## config.mk

```make
export PLATFORM = sky130hd
export DESIGN_NAME = dmem_arbiter
export DESIGN_NICKNAME = d
export VERILOG_FILES = /design/src/rtl/dmem_arbiter.sv
export SDC_FILE = /design/constraint.sdc
export NUM_CORES = 1
export LEC_CHECK = 0
export BUFFER_PORTS_ARGS = -buffer_cell sky130_fd_sc_hd__buf_2
export CORE_MARGIN = 2
export CORE_UTILIZATION = 25
export DETAILED_ROUTE_END_ITERATION = 16
export GPL_ROUTABILITY_DRIVEN = 0
export GPL_TIMING_DRIVEN = 0
export SYNTH_ARGS = -nofsm -noshare
export SYNTH_HDL_FRONTEND = slang
export SYNTH_SLANG_ARGS = --single-unit
```

## constraint.sdc

```tcl
create_clock -name clk -period 2.5 [get_ports clk]
set_input_delay 0.375 -clock clk [delete_from_list [all_inputs] [get_ports clk]]
set_output_delay 0.375 -clock clk [all_outputs]
set_load 0.005 [all_outputs]
```

## src/rtl/dmem_arbiter.sv

```systemverilog
// dmem_arbiter: shares one single-port data memory between the core load/store
// port and a DMA/debug port with bursts. The core has priority, DMA gets an
// anti-starvation slot, and a DMA burst keeps the memory locked until its last beat
// or until MAX_BURST beats have gone through.
// Optional grant/conflict statistics are built when DMEM_ARB_STATS_EN is defined.
module dmem_arbiter #(
  parameter int unsigned ADDR_W       = 32,
  parameter int unsigned DATA_W       = 32,
  parameter int unsigned MAX_BURST    = 8,
  parameter int unsigned STARVE_LIMIT = 4
) (
  input  logic              clk,
  input  logic              reset_n,
  input  logic              c_req_valid,
  output logic              c_req_ready,
  input  logic              c_req_we,
  input  logic [ADDR_W-1:0] c_req_addr,
  input  logic [DATA_W-1:0] c_req_wdata,
  output logic              c_rsp_valid,
  output logic [DATA_W-1:0] c_rsp_rdata,
  input  logic              d_req_valid,
  output logic              d_req_ready,
  input  logic              d_req_we,
  input  logic [ADDR_W-1:0] d_req_addr,
  input  logic [DATA_W-1:0] d_req_wdata,
  input  logic              d_req_last,
  output logic              d_rsp_valid,
  output logic [DATA_W-1:0] d_rsp_rdata,
  output logic              mem_store_instruction,
  output logic [ADDR_W-1:0] mem_address,
  output logic [DATA_W-1:0] mem_data_in,
  input  logic [DATA_W-1:0] mem_data_out,
  output logic              busy
`ifdef DMEM_ARB_STATS_EN
  ,
  output logic [15:0]       stat_core_grants,
  output logic [15:0]       stat_dma_grants,
  output logic [15:0]       stat_conflicts
`endif
);

  localparam int unsigned SC_W = $clog2(STARVE_LIMIT + 1);
  localparam int unsigned BC_W = $clog2(MAX_BURST + 1);

  typedef enum logic {ST_ARB, ST_DMA_LOCK} state_t;

  state_t            r_state, w_state_n;
  logic [SC_W-1:0]   r_starve_cnt, w_starve_cnt_n;
  logic [BC_W-1:0]   r_beat_cnt, w_beat_cnt_n;
  logic [BC_W-1:0]   w_beat_inc;
  logic              r_core_first, w_core_first_n;
  logic              w_grant_c, w_grant_d;
  logic              r_c_rsp_valid, r_d_rsp_valid;
  logic [DATA_W-1:0] r_c_rsp_rdata, r_d_rsp_rdata;

  assign w_beat_inc = r_beat_cnt + BC_W'(1);

  // State, counter and flag registers
  always_ff @(posedge clk or negedge reset_n) begin
    if (!reset_n) begin
      r_state      <= ST_ARB;
      r_starve_cnt <= '0;
      r_beat_cnt   <= '0;
      r_core_first <= 1'b0;
    end else begin
      r_state      <= w_state_n;
      r_starve_cnt <= w_starve_cnt_n;
      r_beat_cnt   <= w_beat_cnt_n;
      r_core_first <= w_core_first_n;
    end
  end

  // Grant selection, next state and counter updates
  always_comb begin
    w_state_n      = r_state;
    w_starve_cnt_n = r_starve_cnt;
    w_beat_cnt_n   = r_beat_cnt;
    w_core_first_n = r_core_first;
    w_grant_c      = 1'b0;
    w_grant_d      = 1'b0;
    case (r_state)
      ST_ARB: begin
        w_core_first_n = 1'b0;
        if (c_req_valid &&
            (r_core_first || !(d_req_valid && r_starve_cnt == SC_W'(STARVE_LIMIT)))) begin
          w_grant_c = 1'b1;
        end else if (d_req_valid) begin
          w_grant_d = 1'b1;
        end
        if (w_grant_d) begin
          w_starve_cnt_n = '0;
          if (!d_req_last) begin
            w_state_n    = ST_DMA_LOCK;
            w_beat_cnt_n = BC_W'(1);
          end
        end else if (d_req_valid && r_starve_cnt != SC_W'(STARVE_LIMIT)) begin
          w_starve_cnt_n = r_starve_cnt + SC_W'(1);
        end
      end
      ST_DMA_LOCK: begin
        w_grant_d = d_req_valid;
        if (w_grant_d) begin
          w_starve_cnt_n = '0;
          w_beat_cnt_n   = w_beat_inc;
          if (d_req_last || w_beat_inc == BC_W'(MAX_BURST)) begin
            w_state_n    = ST_ARB;
            w_beat_cnt_n = '0;
          end
          // A forced release hands the next ARB cycle to a waiting core
          if (w_beat_inc == BC_W'(MAX_BURST)) begin
            w_core_first_n = c_req_valid;
          end
        end
      end
      default: w_state_n = ST_ARB;
    endcase
  end

  assign c_req_ready = w_grant_c;
  assign d_req_ready = w_grant_d;
  assign busy        = (r_state == ST_DMA_LOCK);

  // Memory port mux; all zero when nobody is granted
  always_comb begin
    mem_store_instruction = 1'b0;
    mem_address           = '0;
    mem_data_in           = '0;
    if (w_grant_c) begin
      mem_store_instruction = c_req_we;
      mem_address           = c_req_addr;
      mem_data_in           = c_req_wdata;
    end else if (w_grant_d) begin
      mem_store_instruction = d_req_we;
      mem_address           = d_req_addr;
      mem_data_in           = d_req_wdata;
    end
  end

  // Load responses: one-cycle valid pulse, data held until the next load response
  always_ff @(posedge clk or negedge reset_n) begin
    if (!reset_n) begin
      r_c_rsp_valid <= 1'b0;
      r_d_rsp_valid <= 1'b0;
      r_c_rsp_rdata <= '0;
      r_d_rsp_rdata <= '0;
    end else begin
      r_c_rsp_valid <= w_grant_c && !c_req_we;
      r_d_rsp_valid <= w_grant_d && !d_req_we;
      if (w_grant_c && !c_req_we) r_c_rsp_rdata <= mem_data_out;
      if (w_grant_d && !d_req_we) r_d_rsp_rdata <= mem_data_out;
    end
  end

  assign c_rsp_valid = r_c_rsp_valid;
  assign c_rsp_rdata = r_c_rsp_rdata;
  assign d_rsp_valid = r_d_rsp_valid;
  assign d_rsp_rdata = r_d_rsp_rdata;

`ifdef DMEM_ARB_STATS_EN
  // Saturating grant and conflict counters
  always_ff @(posedge clk or negedge reset_n) begin
    if (!reset_n) begin
      stat_core_grants <= '0;
      stat_dma_grants  <= '0;
      stat_conflicts   <= '0;
    end else begin
      if (w_grant_c && stat_core_grants != 16'hFFFF) stat_core_grants <= stat_core_grants + 16'd1;
      if (w_grant_d && stat_dma_grants != 16'hFFFF)  stat_dma_grants  <= stat_dma_grants + 16'd1;
      if (c_req_valid && d_req_valid && stat_conflicts != 16'hFFFF)
        stat_conflicts <= stat_conflicts + 16'd1;
    end
  end
`endif

endmodule

```

==> results.py, run 1 <==
metrics = {
    "synthesis": {
        "ys_warn_count": 0,
        "ys_types": 34,
        "synth_edf_count": 0,
        "syn_area_per_cell_um2": 9.80,
        "syn-num-nets": 593,
        "syn_inst": 422,
        "yosys_register_bits": 75,
        "async_reset_ff_share_pct": 100,
        "seq_area_frac_synth_pct": 45.4,
        "ys.flop_type": "dfrtp_1",
        "syn-cell-area_um2": 4140,
    },
    "routing": {
        "vias": 4265,
        "wl_per_cell_um": 15.1,
        "viasPerCell": 4.40,
        "dr.pass1.iters": 4,
        "drt_iter0_markers": 117,
        "wirelength_um": 14600,
        "drc_errors": 0,
        "ant_nets": 0,
    },
    "die": {
        "initial_core_util_pct": 25.3,
        "coreArea_um2": 16300,
        "fp.dieArea_um2": 17600,
        "num_rows": 47,
        "ios": 301,
        "die_h_um": 133,
        "die_x_um": 133,
    },
    "power": {
        "p_sw_mw": 1.26,
        "pwr_density_cell_nw_per_um2": 686,
        "sequentialPowerShare_pct": 35.6,
        "clock_power_share_pct": 33.0,
        "power_frac_comb_pct": 31.4,
        "p_int_mw": 3.30,
        "ir_worst_vdd_uv": 337,
        "p_sw_share_pct": 27.7,
        "leakagePower_nw": 3.43,
    },
    "worst_setup_path": {
        "arrival_ns": 2.04,
        "crit_type": "reg2out",
        "reg2regPathDepth": 10,
        "start_kind": "register",
        "crit_fanout": 10,
        "cp-end-kind": "primary output",
        "worstPathRequired_ns": 2.12,
    },
    "timing": {
        "period_minus_slack_ns": 2.42,
        "slew_viol_final": 0,
        "fin_skew_ns": 0.00743,
        "fin_crit_sh_pct": 96.8,
        "fin_setup_tns_ns": 0,
        "hold_viol": 0,
        "finalSetupViolCount": 0,
        "maxSlewHeadroom_pct": 61.7,
        "timing.fmax_ghz": 0.413,
        "holdWs_ns": 0.281,
        "tightest_slew_ns": 0.575,
    },
    "clocking": {
        "ctsHtreeMaxLevel": 3,
        "path_clk_slew_ns": 0.06,
        "clk_latency_ns": 0.34,
        "cts_tree": "yes",
        "cts_made_buffers": 9,
        "clkSinkCount": 75,
        "root_buffer": "clkbuf_16",
        "cts_buffer_depth": 2,
    },
    "placed_design": {
        "port_buffers": 299,
        "hpwlAfterDp_um": 11400,
    },
    "global_routing": {
        "grt_first_pass_wirelength_um": 22300,
        "antenna_found_initial": 1,
        "grt_use_total_pct": 16.1,
        "grt_overflow": 0,
        "grt_pass1_vias": 4067,
        "grt_max_degree": 46,
    },
    "final_layout": {
        "final_common_cell": "buf_2",
        "mostFrequentLayoutCells": "298 x buf_2, 139 x nand2_1, 75 x dfrtp_1",
        "fillCellCount": 1694,
        "layout-drive-gt1-share_pct": 57.9,
        "diodes": 0,
        "nNetsFinal": 916,
        "area_growth_pct": 60.8,
        "fin_util_pct": 40.7,
    },
    "hold_path": {
        "hold_path.class": "in2reg",
        "min_path_cells": 2,
    },
    "run_status": {
        "outcome": "finished, final reports clean",
    },
    "run": {
        "drv_cap": 0,
    },
}
[synth_stat cells (2+ instances only)]
| cell type | instances | area (µm²) |
|---|---|---|
| a31oi_1 | 2 | 12.5 |
| nand2_1 | 140 | 526 |
| dfrtp_1 | 75 | 1880 |
| buf_6 | 5 | 56.3 |
| mux2i_1 | 2 | 20.0 |
| o2bb2ai_1 | 2 | 17.5 |
| clkbuf_1 | 14 | 52.6 |
| ha_1 | 4 | 50.1 |
| o21ai_0 | 70 | 350 |
| a21oi_1 | 2 | 10.0 |
| buf_8 | 3 | 45.0 |
| and2b_1 | 2 | 15.0 |
| inv_1 | 6 | 22.5 |
| mux2_4 | 35 | 526 |
| buf_2 | 9 | 45.0 |
| mux2_2 | 29 | 327 |
| nand3_1 | 5 | 25.0 |
[stage by stage]
stage	cell area [µm²]	instances	power, mW	worst slack [ns]
final	6650	970	4.56	0.0805
after global routing	6650	970	4.84	-0.00481
after CTS	6380	963	4.54	0.00953
after detailed placement	5940	942	2.95	-0.197
after global placement	5910	941	2.93	-0.157
after floorplan	4140	422	2.27	0.552
[state kept, by name, indices dropped and copies added, names as in the netlist]
| register | flops |
|---|---|
| c_rsp_rdata | 32 |
| d_rsp_rdata | 32 |
| r_beat_cnt | 4 |
| r_starve_cnt | 3 |
| busy | 1 |
| c_rsp_valid | 1 |
| d_rsp_valid | 1 |
| r_core_first | 1 |
[cell type report]
type / instances / area [µm²] / area share (%)
inverters: 6 / 22.5 / 0.339
flip-flops and latches: 75 / 1880 / 28.2
clock buffers: 10 / 239 / 3.59
multi-input cells: 309 / 2100 / 31.6
repair buffers: 314 / 1740 / 26.2
well taps: 220 / 275 / 4.14
clock inverters: 6 / 111 / 1.67
plain buffers: 30 / 285 / 4.29
[final timing paths]
check                                  from              end  slack [ns]
min reg2reg                  c_rsp_rdata[0]   c_rsp_rdata[0]        0.50
min in group asynchronous           reset_n  c_rsp_rdata[19]        0.52
max reg2reg                 r_starve_cnt[0]  c_rsp_rdata[17]        0.29
max                         r_starve_cnt[0]   mem_address[8]        0.08
min                        mem_data_out[24]  d_rsp_rdata[24]        0.28
max in group asynchronous           reset_n   d_rsp_rdata[8]        1.43
[metal layers]
layer	GRT usage, %	routed length [µm]
met2	26.4	6920
met4	5.62	388
met1	20.3	6270
met5	0	13
met3	4.37	1030
[cells by family after synthesis]
kind of cell	Yosys count	share of synthesized area, %
and+or+nand+nor	153	15.2
xor gates and xnor gates	2	0.424
AOI/OAI and AO/OA	84	11.3
adders and majority gates	4	1.21
muxes	66	21.1
buffers and inverters	38	5.45
DFF	75	45.4
[worst max-delay path: stages (launching register included)]
cell and delay, ns:
dfrtp_1 0.39, inv_1 0.10, ha_4 0.16, and3b_4 0.22
a21oi_4 0.07, buf_12 0.14, buf_6 0.13, clkbuf_4 0.18
o21ai_0 0.18, buf_2 0.14
[power by group through the flow]
stage	registers (mW)	logic, mW	clock network (mW)
finish	1.62	1.43	1.51
global route	1.66	1.57	1.61
CTS	1.62	1.35	1.56
detailed placement	1.64	1.31	0
global placement	1.63	1.29	0
floorplan	1.66	0.611	0
[repair_timing]
item	4_1_cts	5_1_grt
pin swaps	1	1
setup endpoints to repair	66	56
hold endpoints to repair	30	0
hold buffers	1	0
cloned	1	5
buffers inserted	4	3
resized for setup	27	63
Power figures use the tool's default switching activity.
==> run 2, diff against run 1 <==
- CORE_AREA: unset -> 2 2 117 119
- CORE_MARGIN: 2 -> unset
- CORE_UTILIZATION: 25 -> unset
- DIE_AREA: unset -> 0 0 119 121
==> run 2 against run 1 <==
  * Register-to-register slack worse by 0.06 ns
  * Cell count down 4.7%
  * Worst hold slack better by 0.0011 ns
  * Utilization up 9.3 points
  * Maximum frequency down 1.8%
  * Via count up 3.3%
  * Non-clock buffer count down 2
  * Cell area down 1.7%
  * Clock-buffer cell count up 1
  * Largest cell class unchanged
==> results.py, run 2 (same netlist as run 1, synthesis figures left out) <==
metrics = {
    "global_routing": {
        "antenna_found_initial": 1,
        "grt_pass1_vias": 4355,
        "grt_max_degree": 65,
        "grt_overflow": 0,
        "grt_first_pass_wirelength_um": 23900,
        "grt_use_total_pct": 22.0,
    },
    "final_layout": {
        "mostFrequentLayoutCells": "294 x buf_2, 130 x nand2_1, 75 x dfrtp_1",
        "finalInstanceArea_um2": 6540,
        "area_growth_pct": 58.2,
        "nNetsFinal": 914,
        "seq_area_um2": 1880,
        "multi_input_area_um2": 2170,
        "diodes": 0,
        "layout-drive-gt1-share_pct": 60.3,
        "fillCellCount": 1244,
        "final_common_cell": "buf_2",
        "fin_cells": 924,
    },
    "routing": {
        "dr.pass1.iters": 4,
        "drt_iter0_markers": 234,
        "vias": 4406,
        "drc_errors": 0,
        "wl_per_cell_um": 17.9,
        "wirelength_um": 16500,
        "viasPerCell": 4.77,
        "ant_nets": 0,
    },
    "power": {
        "ir_worst_vdd_uv": 269,
        "leakagePower_nw": 3.39,
        "clock_power_share_pct": 30.0,
        "power_mw": 4.40,
        "power_frac_comb_pct": 33.0,
        "p_sw_share_pct": 29.5,
        "p_int_mw": 3.11,
        "sequentialPowerShare_pct": 37.0,
        "p_sw_mw": 1.30,
        "pwr_density_cell_nw_per_um2": 673,
    },
    "worst_setup_path": {
        "crit_fanout": 10,
        "critPathBufInv": 4,
        "critical-path-top-delay-family": "buffers and inverters",
        "cp-end-kind": "primary output",
        "slowest_stage": "dfrtp_1",
        "worstPathRequired_ns": 2.12,
        "crit_path_max_incr_delay_ns": 0.34,
        "arrival_ns": 2.09,
        "crit_type": "reg2out",
        "start_kind": "register",
        "r2r_slack_ns": 0.23,
        "crit_chain": "inv_1 -> ha_2 -> and3b_4 -> a21oi_4 -> buf_8 -> buf_6 -> nand2_1 -> o21ai_2 -> buf_2",
    },
    "timing": {
        "finalSetupViolCount": 0,
        "holdWs_ns": 0.282,
        "maxSlewHeadroom_pct": 63.2,
        "fin_crit_sh_pct": 98.6,
        "fin_skew_ns": 0.00713,
        "rsz0062_at_grt": "yes",
        "hold_viol": 0,
        "timing.fmax_ghz": 0.406,
        "tightest_slew_ns": 0.553,
        "slew_viol_final": 0,
        "period_minus_slack_ns": 2.46,
    },
    "placed_design": {
        "place_area_um2": 5880,
        "hpwlAfterDp_um": 13600,
        "dpl.cell_count": 898,
        "port_buffers": 299,
    },
    "run": {
        "drv_cap": 0,
    },
    "die": {
        "fp.dieArea_um2": 14400,
        "ios": 301,
        "die_h_um": 121,
        "num_rows": 42,
        "coreArea_um2": 13100,
        "die_x_um": 119,
        "initial_core_util_pct": 31.6,
    },
    "hold_path": {
        "hold_path.class": "in2reg",
    },
    "clocking": {
        "path_clk_slew_ns": 0.06,
        "cts_buffer_depth": 2,
        "cts_made_buffers": 9,
        "clk_latency_ns": 0.33,
        "clkSinkCount": 75,
        "ctsHtreeMaxLevel": 3,
        "cts_tree": "yes",
        "root_buffer": "clkbuf_16",
    },
    "run_status": {
        "outcome": "finished, final reports clean",
    },
}
-- run 2: changes by cell type in the layout (fill, tap and decap cells not counted), moves of 3 or more --
cell,previous run,this run
nand2_2,1,10
buf_4,9,13
buf_2,298,294
nand2_1,139,130
clkbuf_16,14,10
o21ai_0,38,35
buf_6,9,12
o21ai_1,20,12
o21ai_2,12,21
-- run 2: through the flow --
step,TNS (ns),util (%),setup WS [ns]
2_1_floorplan,0,-,0.552
3_3_place_gp,-0.135,44.7,-0.102
3_5_place_dp,-0.179,45.0,-0.105
4_1_cts,0,48.3,0.0106
5_1_grt,-0.431,50.0,-0.0350
6_report,0,50.0,0.0359
-- run 2: what timing repair did --
action,in CTS,in global routing
resized for setup,41,75
hold buffers,1,0
endpoints found under the setup margin,66,52
setup buffers,3,4
gates cloned,1,2
hold endpoints to repair,11,0
pin swaps,1,1
-- run 2: power groups by stage --
| stage | clock network [mW] | registers (mW) | logic [mW] |
|---|---|---|---|
| 5_1_grt | 1.42 | 1.67 | 1.57 |
| 3_5_place_dp | 0 | 1.65 | 1.34 |
| 2_1_floorplan | 0 | 1.66 | 0.611 |
| 6_report | 1.32 | 1.63 | 1.45 |
| 4_1_cts | 1.36 | 1.63 | 1.39 |
| 3_3_place_gp | 0 | 1.63 | 1.31 |
-- run 2: path summary, 6_finish.rpt --
check                                 start         endpoint  cells after the start
hold / removal             mem_data_out[27]  d_rsp_rdata[27]                      2
max in group asynchronous           reset_n  c_rsp_rdata[12]                      3
setup reg to reg            r_starve_cnt[0]  c_rsp_rdata[16]                      9
min in group asynchronous           reset_n  c_rsp_rdata[15]                      2
hold reg to reg             c_rsp_rdata[19]  c_rsp_rdata[19]                      1
setup / recovery            r_starve_cnt[0]  mem_address[30]                      9
-- run 2: cell type report --
class | count | share of cell area [%]
multi-input cells | 309 | 33.2
flip-flops and latches | 75 | 28.7
repair buffers | 311 | 25.3
plain buffers | 31 | 4.32
clock buffers | 11 | 3.86
well taps | 176 | 3.37
clock inverters | 5 | 0.918
inverters | 6 | 0.344
-- run 2: per-layer routing --
metal  vias to the layer above  GRT usage [%]  part of all wire [%]
met5                         -              0                 0.079
met4                         2           9.08                   2.4
met3                        23           6.58                    11
met2                       230           36.6                    48
met1                      2088           26.5                    38
li1                       2063              -                     -
-- run 2: worst register-to-register path, delay by kind of cell, from the launching register on --
family,cells,cell delay [ns]
buffers and inverters,4,0.63
adder cells (fa/ha/maj),1,0.20
AO/OA/AOI/OAI,1,0.28
flip-flops,1,0.34
AND/OR/NAND/NOR,2,0.36
multiplexers,1,0.35
